## config.mk

```make
export PLATFORM = sky130hd
export DESIGN_NAME = dcache_req_arbiter
export DESIGN_NICKNAME = d
export VERILOG_FILES = /design/src/rtl/drac_pkg.sv /design/src/rtl/dcache_rr_arbiter.sv /design/src/rtl/dcache_req_arbiter.sv
export SDC_FILE = /design/constraint.sdc
export NUM_CORES = 1
export LEC_CHECK = 0
export CORE_AREA = 2 2 272 274
export CTS_BUF_LIST = sky130_fd_sc_hd__clkbuf_8
export CTS_CLUSTER_SIZE = 30
export DETAILED_ROUTE_END_ITERATION = 6
export DIE_AREA = 0 0 274 276
export RECOVER_POWER = 100
export SYNTH_ARGS = -nofsm -noshare
export SYNTH_HDL_FRONTEND = slang
export SYNTH_SLANG_ARGS = --single-unit
```

## constraint.sdc

```tcl
create_clock -name clk_i -period 4.05 [get_ports clk_i]
set_input_delay 0.81 -clock clk_i [delete_from_list [all_inputs] [get_ports clk_i]]
set_output_delay 0.81 -clock clk_i [all_outputs]
set_load 0.01 [all_outputs]
```

## src/rtl/drac_pkg.sv

```systemverilog
// Shared types and constants for the data-cache request arbiter and its
// HPDC-facing request/response payloads.
package drac_pkg;

  localparam int unsigned HPDC_ADDR_W = 40;
  localparam int unsigned HPDC_DATA_W = 64;
  localparam int unsigned HPDC_BE_W   = HPDC_DATA_W / 8;
  localparam int unsigned HPDC_SID_W  = 3;
  localparam int unsigned HPDC_TID_W  = 8;

  localparam int unsigned DCACHE_ARB_NUM_REQ  = 3;
  localparam int unsigned DCACHE_ARB_NUM_TAGS = 16;
  localparam int unsigned ARB_OWNER_W         = $clog2(DCACHE_ARB_NUM_REQ);

  localparam int unsigned ARB_LSU   = 0;
  localparam int unsigned ARB_PTW   = 1;
  localparam int unsigned ARB_SPARE = 2;

  typedef enum logic [1:0] {
    HPDC_LOAD  = 2'd0,
    HPDC_STORE = 2'd1,
    HPDC_AMO   = 2'd2,
    HPDC_CMO   = 2'd3
  } hpdcache_op_e;

  typedef struct packed {
    logic [HPDC_ADDR_W-1:0] addr;
    logic [HPDC_DATA_W-1:0] wdata;
    hpdcache_op_e           op;
    logic [HPDC_BE_W-1:0]   be;
    logic [2:0]             size;
    logic [HPDC_SID_W-1:0]  sid;
    logic [HPDC_TID_W-1:0]  tid;
    logic                   need_rsp;
  } hpdcache_req_t;

  typedef struct packed {
    logic [HPDC_DATA_W-1:0] rdata;
    logic [HPDC_SID_W-1:0]  sid;
    logic [HPDC_TID_W-1:0]  tid;
    logic                   error;
    logic                   aborted;
  } hpdcache_rsp_t;

  // One tag-table entry: who owns the tag and what to restore on response.
  typedef struct packed {
    logic                   busy;
    logic [ARB_OWNER_W-1:0] owner;
    logic [HPDC_TID_W-1:0]  orig_tid;
    logic                   need_rsp;
  } dcache_arb_entry_t;

endpackage

```

## src/rtl/dcache_rr_arbiter.sv

```systemverilog
// Round-robin arbiter: grants the first requester at or after rr_q, and
// moves the pointer past the winner only when enable_i reports an accept.
module dcache_rr_arbiter #(
  parameter int unsigned N = 3,
  localparam int unsigned IDX_W = (N > 1) ? $clog2(N) : 1
) (
  input  logic             clk_i,
  input  logic             rstn_i,
  input  logic [N-1:0]     req_i,
  input  logic             enable_i,
  output logic [N-1:0]     grant_o,
  output logic [IDX_W-1:0] idx_o
);

  logic [IDX_W-1:0] rr_q, rr_d;
  int unsigned      cand;
  logic             found;

  // NOTE: every signal written here gets a default first, so no path
  // through the block leaves a value unassigned and no latch is inferred.
  always_comb begin
    grant_o = '0;
    idx_o   = '0;
    found   = 1'b0;
    cand    = 0;
    for (int unsigned off = 0; off < N; off++) begin
      cand = 32'(rr_q) + off;
      if (cand >= N) cand = cand - N;
      if (!found && req_i[cand]) begin
        found         = 1'b1;
        grant_o[cand] = 1'b1;
        idx_o         = IDX_W'(cand);
      end
    end
  end

  always_comb begin
    rr_d = rr_q;
    if (enable_i) rr_d = (idx_o == IDX_W'(N - 1)) ? '0 : idx_o + 1'b1;
  end

  // NOTE: state registers use non-blocking assignments so every flop
  // samples the pre-edge value of its inputs.
  always_ff @(posedge clk_i or negedge rstn_i) begin
    if (!rstn_i) rr_q <= '0;
    else         rr_q <= rr_d;
  end

endmodule

```

## src/rtl/dcache_req_arbiter.sv

```systemverilog
// Shares the HPDC core request port among NUM_REQ requesters, renaming each
// request tid to an internal tag and restoring it on the response path.
module dcache_req_arbiter
  import drac_pkg::*;
#(
  parameter int unsigned           NUM_REQ  = DCACHE_ARB_NUM_REQ,
  parameter int unsigned           NUM_TAGS = DCACHE_ARB_NUM_TAGS,
  parameter logic [HPDC_SID_W-1:0] SID      = 3'b001
) (
  input  logic                          clk_i,
  input  logic                          rstn_i,
  input  logic [NUM_REQ-1:0]            req_valid_i,
  input  hpdcache_req_t                 req_i [NUM_REQ],
  output logic [NUM_REQ-1:0]            req_ready_o,
  output logic [NUM_REQ-1:0]            rsp_valid_o,
  output hpdcache_rsp_t                 rsp_o,
  output logic                          core_req_valid_o,
  output hpdcache_req_t                 req_dcache_o,
  input  logic                          dcache_ready_i,
  input  logic                          dcache_valid_i,
  input  hpdcache_rsp_t                 rsp_dcache_i,
  output logic [$clog2(NUM_TAGS+1)-1:0] inflight_o,
  output logic                          idle_o,
  output logic                          err_o
);

  localparam int unsigned REQ_W = (NUM_REQ > 1) ? $clog2(NUM_REQ) : 1;
  localparam int unsigned TAG_W = $clog2(NUM_TAGS);
  localparam int unsigned CNT_W = $clog2(NUM_TAGS + 1);

  dcache_arb_entry_t table_q [NUM_TAGS];
  dcache_arb_entry_t table_d [NUM_TAGS];
  logic [CNT_W-1:0]  inflight_q, inflight_d;
  logic              err_q, err_d;

  logic [NUM_REQ-1:0] grant;
  logic [REQ_W-1:0]   win_idx;
  logic [TAG_W-1:0]   free_tag;
  logic               full;
  logic               accept;

  logic [TAG_W-1:0]   rsp_tag;
  logic               rsp_in_range;
  logic               rsp_hit;
  dcache_arb_entry_t  rsp_entry;

  dcache_rr_arbiter #(
    .N (NUM_REQ)
  ) u_rr (
    .clk_i    (clk_i),
    .rstn_i   (rstn_i),
    .req_i    (req_valid_i),
    .enable_i (accept),
    .grant_o  (grant),
    .idx_o    (win_idx)
  );

  // Lowest free tag wins; the scan reads only registered state, so a tag
  // released this cycle becomes allocatable on the next one.
  always_comb begin
    free_tag = '0;
    full     = 1'b1;
    for (int t = NUM_TAGS - 1; t >= 0; t--) begin
      if (!table_q[t].busy) begin
        free_tag = TAG_W'(t);
        full     = 1'b0;
      end
    end
  end

  always_comb begin
    req_dcache_o          = req_i[win_idx];
    req_dcache_o.tid      = HPDC_TID_W'(free_tag);
    req_dcache_o.sid      = SID;
    req_dcache_o.need_rsp = 1'b1;
  end

  assign core_req_valid_o = (|req_valid_i) & ~full;
  assign req_ready_o      = grant & {NUM_REQ{~full & dcache_ready_i}};
  assign accept           = core_req_valid_o & dcache_ready_i;

  // Tids beyond the table range can never name a live tag.
  assign rsp_tag      = rsp_dcache_i.tid[TAG_W-1:0];
  assign rsp_in_range = (rsp_dcache_i.tid >> TAG_W) == '0;
  assign rsp_entry    = table_q[rsp_tag];
  assign rsp_hit      = dcache_valid_i & rsp_in_range & rsp_entry.busy;

  always_comb begin
    rsp_valid_o = '0;
    if (rsp_hit && rsp_entry.need_rsp) rsp_valid_o[rsp_entry.owner] = 1'b1;
  end

  always_comb begin
    rsp_o     = rsp_dcache_i;
    rsp_o.tid = rsp_entry.orig_tid;
  end

  always_comb begin
    table_d = table_q;
    if (rsp_hit) table_d[rsp_tag].busy = 1'b0;
    if (accept) begin
      table_d[free_tag] = '{
        busy:     1'b1,
        owner:    ARB_OWNER_W'(win_idx),
        orig_tid: req_i[win_idx].tid,
        need_rsp: req_i[win_idx].need_rsp
      };
    end
  end

  always_comb begin
    inflight_d = inflight_q;
    unique case ({accept, rsp_hit})
      2'b10:   inflight_d = inflight_q + 1'b1;
      2'b01:   inflight_d = inflight_q - 1'b1;
      default: inflight_d = inflight_q;
    endcase
  end

  assign err_d = err_q | (dcache_valid_i & ~rsp_hit);

  // NOTE: the whole tag table is reset, not just its control bits: a reset
  // mid-operation must forget every outstanding tag so late responses flag err.
  always_ff @(posedge clk_i or negedge rstn_i) begin
    if (!rstn_i) begin
      table_q    <= '{default: '0};
      inflight_q <= '0;
      err_q      <= 1'b0;
    end else begin
      table_q    <= table_d;
      inflight_q <= inflight_d;
      err_q      <= err_d;
    end
  end

  assign inflight_o = inflight_q;
  assign idle_o     = (inflight_q == '0);
  assign err_o      = err_q;

endmodule

```

==> results of run 1 <==
-- synthesized netlist by cell type (all sizes together) --
library cell / count
nor2: 21
buf: 130
nand3b: 1
xor2: 5
nand3: 4
nor4b: 2
mux2i: 128
dfrtp: 200
nor4: 3
nor3: 14
and3b: 1
a222oi: 1
or3: 3
a21o: 4
mux4: 59
conb: 2
or4b: 2
a22oi: 3
nand4: 5
or2: 2
or3b: 3
nand2b: 6
a211oi: 1
o21ai: 148
a21oi: 10
a31oi: 5
nand2: 156
inv: 14
o221ai: 1
and3: 2
nand4b: 1
and2: 2
o21bai: 6
clkbuf: 43
o22ai: 2
a32oi: 1
o31ai: 3
xnor2: 2
a221o: 1
o21a: 2
mux2: 177
nor2b: 5
ha: 8
-- critical path: stages --
cell and delay [ps]:
clkdlybuf4s50_1 450, or3b_1 400, a21oi_2 160, o21a_4 170
buf_12 140, buf_4 200, mux2i_2 370, o21ai_0 160
dlygate4sd2_1 310
-- metal layers --
metal | global-route usage, % | up-vias | wire length, um
met2 | 29.6 | 491 | 33100
met4 | 2.22 | 0 | 555
met3 | 4.76 | 32 | 4640
li1 | - | 5196 | -
met1 | 17.0 | 5603 | 23100
met5 | 0.513 | - | 0
-- cell type report --
type                       count  area, um^2  share of cell area [%]
multi-input combinational    808        6970                    34.6
timing repair buffer         654        6460                    32.1
sequential                   200        5000                    24.9
tap                          959        1200                    5.96
clock buffer                  18         248                    1.23
clock inverter                14         181                   0.901
inverter                      14        52.6                   0.261
antenna                        5        12.5                  0.0621
-- registers in the layout (all words and copies together), names as in the netlist --
register / flops
table_q: 192
u_rr.rr_q: 2
inflight_o: 5
err_o: 1
-- power by group through the flow --
stage	Combinational, mW	Clock, mW	Sequential (mW)
finish	7.30	1.34	3.31
global placement	7.29	0	3.27
detailed placement	7.40	0	3.35
global route	7.87	1.46	3.42
CTS	7.42	1.38	3.30
floorplan	3.95	0	3.17
-- cells by family after synthesis --
group	Yosys count	share of synthesized area [%]
adder cells (fa/ha/maj)	8	0.774
flip-flops	200	38.7
other	2	0.0581
AO/OA/AOI/OAI	188	7.90
multiplexers	364	35.9
XOR/XNOR	7	0.474
buffers and inverters	187	8.32
AND/OR/NAND/NOR	233	7.90
-- through the flow --
stage,util [%],instance area (um^2),cells
5_1_grt,27.7,20100,2668
6_report,27.7,20100,2672
4_1_cts,27.6,20000,2665
2_1_floorplan,-,13000,1195
3_3_place_gp,26.8,19400,2624
3_5_place_dp,26.8,19400,2624
-- worst max-delay path by stage --
stage | end | slack, ps | depth (start not counted)
3_3_place_gp | req_dcache_o[78] | -240 | 8
2_1_floorplan | inflight_o[4] | 310 | 14
4_1_cts | req_dcache_o[19] | -110 | 9
5_1_grt | req_dcache_o[28] | -20 | 13
3_5_place_dp | req_dcache_o[78] | -310 | 8
6_report | req_dcache_o[118] | 60 | 9
-- what timing repair did --
action / 4_1_cts / 5_1_grt
resized for setup: 120 / 67
endpoints found under the setup margin: 116 / 57
gates cloned: 3 / 1
buffers inserted: 6 / 1
hold buffers: 0 / 0
pin swaps: 0 / 0
==> results by stage, run 1 <==
CTS:
- The CTS tree is yes.
- The CTS root buffer is clkbuf_8.
- The later pin in the worst-skew pair is clocked with a latency of 480 ps.
- The number of sinks on the clock net is 200.
- The clock input transition at the sequential cells of the worst setup and hold paths is 110 ps.
- TritonCTS created 17 clock buffers.
- The number of levels the H-tree was split into is 4.
- The worst-case clock buffer depth is 2.

Synth:
- The mapped cell area is 12,900 um^2.
- Yosys mapped the design onto 52 distinct sky130hd cell types.
- After technology mapping, the gate count stands at 1,189.
- The biggest area consumer among synthesized cells is dfrtp_1.
- The count of warnings emitted by yosys is 0.
- After synthesis, flip-flops and latches occupy between 30% and 40% of the total area.
- The count of state elements after synthesis is 200.
- The average instance in the mapped netlist occupies ~11 um^2.
- Yosys attributes the largest share of cell area to dfrtp_1 (39%), mux2_2 (15%), mux4_2 (10%).
- In this run the biggest area consumer among cell types represents 38.7% of the synthesized area.

Drt:
- Dividing the detail-routed via count by the number of cells gives 4.24.
- The remaining routing DRC violations is 0.
- The total vias in the final route is 11,300.
- In this run, the number of DRC markers left after iteration 0 of detailed routing was 497.
- For this run, the detailed router's first-pass iteration total came to 6.
- After detailed routing, the average wire length per cell comes to 23.0 um.
- The aggregate routed wire length is 61.4 mm.
- The count of nets left with antenna violations once routing finished came out at 0.

Outcome:
- The final reports fail on max-capacitance violations, max-slew violations.
- The flow ran to the end, but the final reports show violations.

Critical path:
- The worst-case register-to-register setup slack is 550 ps.
- In this run the critical register-to-register path is launched from u_rr.rr_q[0].
- The launching element of the worst setup path is req_valid_i[0].
- The data arrival time of the critical path is 3180 ps.
- The type of the setup path with the least slack is input port to output pin.
- Measured in cells, the most critical reg-to-reg path has a length of 12.
- The critical path required time is around 3200 ps.
- The endpoint of the worst register-to-register path is table_q[185].
- The endpoint kind of the worst setup timing path is an output pin.
- The worst setup path is launched from an input port.
- The highest net fanout along the worst path is 8.

STA:
- The setup total negative slack is 0 ps.
- Setup repair after global routing could not meet its margin everywhere.
- Clock skew on the completed layout was measured at 20.0 ps.
- The timing-limited maximum frequency is about 250 MHz.
- The worst-margin pin slew is 2490 ps.
- The least setup slack across all paths after layout is 61.1 ps.
- The post-route minimum period is 3990 ps.
- Of the available clock period, the critical path in the final layout requires 98.5%.
- The worst relative slew slack is -66.3%.
- Setup violations remaining at the end of the flow were counted as 0.
- The final hold slack is 500 ps.
- The max-slew violation count is 96.
- The number of hold-slack violations in the final timing report is 0.

Placement:
- After legalization and detailed placement, the total HPWL measured 49.3 mm.
- The quantity of I/O buffers inserted on ports is 535.
- The last weighted congestion value of the routability-driven placer is ~0.91.
- The worst slack at placement is -308 ps.

Final layout:
- The number of nets at the end of the flow is 2,174.
- The top cell types in the final layout, fill and taps aside, are clkdlybuf4s50_1 (411), dfrtp_1 (200), mux2_2 (168).
- The post-route netlist has 24.8% of its cells at a drive strength greater than 1.
- The library cell used most frequently in the layout, excluding fill and tap cells, is clkdlybuf4s50_1.
- Counting the fill cells in the layout gives 7,549.
- The layout-stage area growth over the synthesis result is 55.7%.

Pwr:
- In this run the power density over the cells is 593 nW/um^2.
- VDD sags by at most slightly below 0.3 mV.
- The leakage power of the design is 8.43 nW.
- The power share of the combinational group is 61.1%.
- The internal portion of the total power is 7.17 mW.
- Registers are responsible for 27.7% of the overall power.
- The completed layout was analyzed and its total power is 11.9 mW.
- The net switching power is 4.77 mW.
- The share of total power in the clock network is 11.2%.
- The net switching share of the total power is 39.9%.

Floorplan:
- The die is between 200 and 300 um wide.
- The area of the core region is 72,600 um^2.
- The die is 276 um tall.
- The boundary pin count is 691.
- The full die area is about 76,000 um^2.
- Once the floorplan was initialized, standard cells occupied 17.8% of the core.
- The initialized floorplan defines 99 standard-cell rows.

Worst hold path:
- Counting instances, the worst hold path has a depth of 1.
- The worst min-delay path category is register to register.
- In this run the most critical hold path is launched from err_o.
- The capture endpoint of the worst hold path is err_o.

Job:
- The max-cap violation count is 1.

Global routing:
- The number of antenna violations at the first check in global routing is 4.
- In the global route stage, overall resource usage came out at between 15 and 20%.
- The number of global-route vias before repair is 11,900.
- Entering global routing, the biggest net connects 97 pins.
- The global-route wire length before repair is 85.1 mm.
- The leftover overflow at the end of global routing is 0.
No activity file was read; power rests on OpenSTA's default activity.
==> run 2, diff against run 1 <==
--- a/config.mk
+++ b/config.mk
@@ -5,12 +5,13 @@
 export SDC_FILE = /design/constraint.sdc
 export NUM_CORES = 1
 export LEC_CHECK = 0
-export CORE_AREA = 2 2 272 274
+export CORE_AREA = 10 10 257 259
 export CTS_BUF_LIST = sky130_fd_sc_hd__clkbuf_8
 export CTS_CLUSTER_SIZE = 30
 export DETAILED_ROUTE_END_ITERATION = 6
-export DIE_AREA = 0 0 274 276
+export DIE_AREA = 0 0 267 269
 export RECOVER_POWER = 100
+export REMOVE_ABC_BUFFERS = 1
 export SYNTH_ARGS = -nofsm -noshare
 export SYNTH_HDL_FRONTEND = slang
 export SYNTH_SLANG_ARGS = --single-unit
==> run 2 against run 1 <==
Critical path type is now register to output pin. Utilization grew 3.5 points. Largest cell class unchanged. Total power shrank 6.6%. Highest routed layer unchanged. The flow still finishes with violations (max-capacitance violations, max-slew violations). First-iteration DRC count grew 12%. Largest power group unchanged. Final cell count shrank 7.7%.
==> results by stage, run 2 (synthesized netlist as in run 1, its figures left out) <==
Critical path:
- The type of the setup path with the least slack is register to output pin.
- The buffer and inverter count on the worst path is 5 (+1).
- The cell at the slowest stage of the critical path is clkdlybuf4s50_1.
- The critical path required time is 3240 ps (about the same).
- The critical path goes through inv_1 > ha_1 > inv_1 > o21ai_1 > a211oi_4 > buf_4 > bufbuf_16 > o21ai_0 > clkdlybuf4s50_1.
- STA classifies the critical path endpoint as an output pin.
- The cell class contributing the biggest share of worst-path delay is buffers and inverters.
- The data arrival time of the critical path came to 3210 ps (+30 ps).
- The worst-case register-to-register setup slack is 540 ps (about the same).
- The most prevalent standard cell on the critical path is inv_1.
- The highest net fanout along the worst path is 18 (+10).
- The worst setup path is launched from a register.
- The worst stage delay on the critical path is 630 ps (+180 ps).

Floorplan:
- The full die area is 71,800 um^2 (-5.0%).
- The vertical extent of the die is 269 um (-2.5%).
- The boundary pin count is 691 (unchanged).
- The initial core utilization is 21.2% (+3.4 points).
- The die boundary width was 267 um (-2.6%).
- The total number of placement rows is 91 (-8.1%).
- The area of the core region came to 61,000 um^2 (-16%).

Placement:
- The total cell area at the placement stage came to 19,100 um^2 (-1.8%).
- The worst slack at placement is -82.9 ps (+225 ps).
- The last weighted congestion value of the routability-driven placer is 0.890 (-2.5%).
- The number of cells in the design after placement was 2,429 (-7.4%).
- The estimated wirelength of the detail-placed design was 48.9 mm (-0.84%).
- The quantity of I/O buffers inserted on ports is 535 (unchanged).

Final layout:
- The most frequent standard cell in the layout excluding fill and tap cells is clkdlybuf4s50_1.
- Relative to the synthesized area, the layout overhead comes to 47.3%.
- The final-layout fill cell count is 6,296 (-17%).
- The final standard cell area without fillers came to 19,000 um^2 (-5.4%).
- The final instance count without filler cells came to 2,466 (-7.7%).
- In the layout the commonest cells are clkdlybuf4s50_1 (404), dfrtp_1 (200), mux2_2 (167).
- The fraction of final layout cells sized beyond drive strength 1 was 20.3% (-4.4 points).
- The multi-input logic area is 6900 um^2 (-1.1%).
- The sequential cell area came to 5000 um^2 (unchanged).
- The number of flip-flops in the largest register is 192 (unchanged).
- The antenna cell count is 0 (-5).
- The number of nets at the end of the flow is 2,142 (-1.5%).
- More flip-flops sit in one register than any other, and that register is table_q.

Drt:
- The average via count per standard cell is 4.54 (+7.1%).
- The mean routed wirelength per cell is 24.6 um (+6.9%).
- The remaining routing DRC violations is 0 (unchanged).
- The violation count after the first detailed-routing iteration is 556 (+12%).
- The number of nets with antenna violations after routing was 0 (unchanged).
- The aggregate routed wire length is 60.6 mm (-1.4%).
- The length of the first detailed-routing pass in iterations came to 5 (-1).
- The total vias in the final route is 11,200 (-1.1%).

CTS:
- The worst-case clock buffer depth is 2 (unchanged).
- TritonCTS built the clock tree.
- The CTS root buffer is clkbuf_8.
- The number of levels the H-tree was split into was 4 (unchanged).
- The clock input transition at the sequential cells of the worst setup and hold paths is 100 ps (about the same).
- The number of CTS-inserted buffers came to 17 (unchanged).
- The number of sinks on the clock net is 200 (unchanged).
- The clock latency at the later pin of the worst-skew pair is 480 ps (about the same).

STA:
- The final count of negative-setup-slack endpoints was 0 (unchanged).
- The post-route minimum period was 4020 ps (+31.4 ps).
- The worst relative slew slack is -48.5% (+18 points).
- The max-slew violation count is 91 (-5.2%).
- The worst clock skew is 16.5 ps (-3.52 ps).
- The worst-margin pin slew is 2230 ps (-267 ps).
- The timing-limited maximum frequency is 249 MHz (-0.78%).
- The final hold slack is 498 ps (-1.29 ps).
- The ratio of final minimum period to clock period is 99.3% (+0.77 points).
- Setup repair after global routing could not meet its margin everywhere.
- The least setup slack across all paths after layout came to 29.7 ps (-31.4 ps).
- The number of hold-slack violations in the final timing report is 0 (unchanged).

Pwr:
- The leakage power of the design is 7.75 nW (-8.1%).
- The worst ir drop on vdd is 0.262 mV (-12%).
- The total power per unit cell area was 586 nW/um^2 (-1.2%).
- The total power is 11.2 mW (-6.6%).

Global routing:
- The combined global-route utilization of all metal layers was 16.0% (+0.45 points).
- The number of antenna violations at the first check in global routing came to 8 (+4).
- The number of global-route vias before repair is 11,800 (-0.62%).
- The global-route wire length before repair is 84.3 mm (-1.0%).
- The maximum number of pins on one net before global-route repair came to 91 (-6.2%).
- The leftover overflow at the end of global routing was 0 (unchanged).

Outcome:
- The run finished, with violations left.
- The checks that failed: max-capacitance violations, max-slew violations.

Job:
- The max-cap violation count is 1 (unchanged).

Worst hold path:
- In this run the worst hold path is classified as register to register.
==> run 2: cell count changes in the layout (fill, tap and decap cells not counted), sizes merged <==
| cell | delta |
|---|---|
| buf | -67 |
| bufinv | +1 |
| clkbuf | +81 |
| clkdlybuf4s15 | +4 |
| clkdlybuf4s50 | -7 |
| clkinv | -4 |
| clkinvlp | +2 |
| diode | -5 |
| dlygate4sd2 | -42 |
| dlygate4sd3 | +11 |
| dlymetal6s2s | -12 |
| inv | +1 |
==> run 2: per-stage QoR <==
stage / util (%) / setup TNS (ps)
6_report: 31.2 / 0
5_1_grt: 31.2 / -776
4_1_cts: 32.0 / -182
3_5_place_dp: 31.3 / -704
3_3_place_gp: 31.3 / -1100
2_1_floorplan: - / -3331790
==> run 2: area by class of cell <==
type                            count  area share [%]
Clock inverter                     14           0.847
Timing Repair Buffer              622            29.9
Sequential cell                   200            26.3
Clock buffer                       18            1.30
Inverter                           14           0.276
Tap cell                          790            5.19
Multi-Input combinational cell    808            36.2
==> run 2: worst paths after layout <==
check / startpoint / to / depth (start not counted)
setup / recovery: u_rr.rr_q[0] / req_dcache_o[115] / 9
hold / removal: inflight_o[4] / inflight_o[4] / 1
setup reg to reg: u_rr.rr_q[0] / table_q[128] / 12
hold reg to reg: inflight_o[4] / inflight_o[4] / 1
max in group asynchronous: rstn_i / table_q[80] / 2
min in group asynchronous: rstn_i / table_q[168] / 1
==> run 2: power breakdown <==
group / internal (mW) / switching (mW) / total, mW
registers: 2.83 / 0.462 / 3.29
logic: 3.24 / 3.30 / 6.54
clock network: 0.582 / 0.744 / 1.33
==> run 2: metal layers <==
layer	track usage, %	up-vias	wire length (um)	part of all wire, %
li1	-	5122	-	-
met1	15.8	5455	20100	33
met2	30.9	526	33000	54
met3	4.57	90	5030	8.3
met4	6.34	0	2420	4.0
met5	0	-	0	0
==> run 2: what timing repair did <==
item / CTS / global route
setup buffers: 1 / 2
hold buffers: 0 / 0
gates resized for setup: 50 / 93
gates cloned: 1 / 1
setup endpoints to repair: 74 / 82
pin swaps: 0 / 1
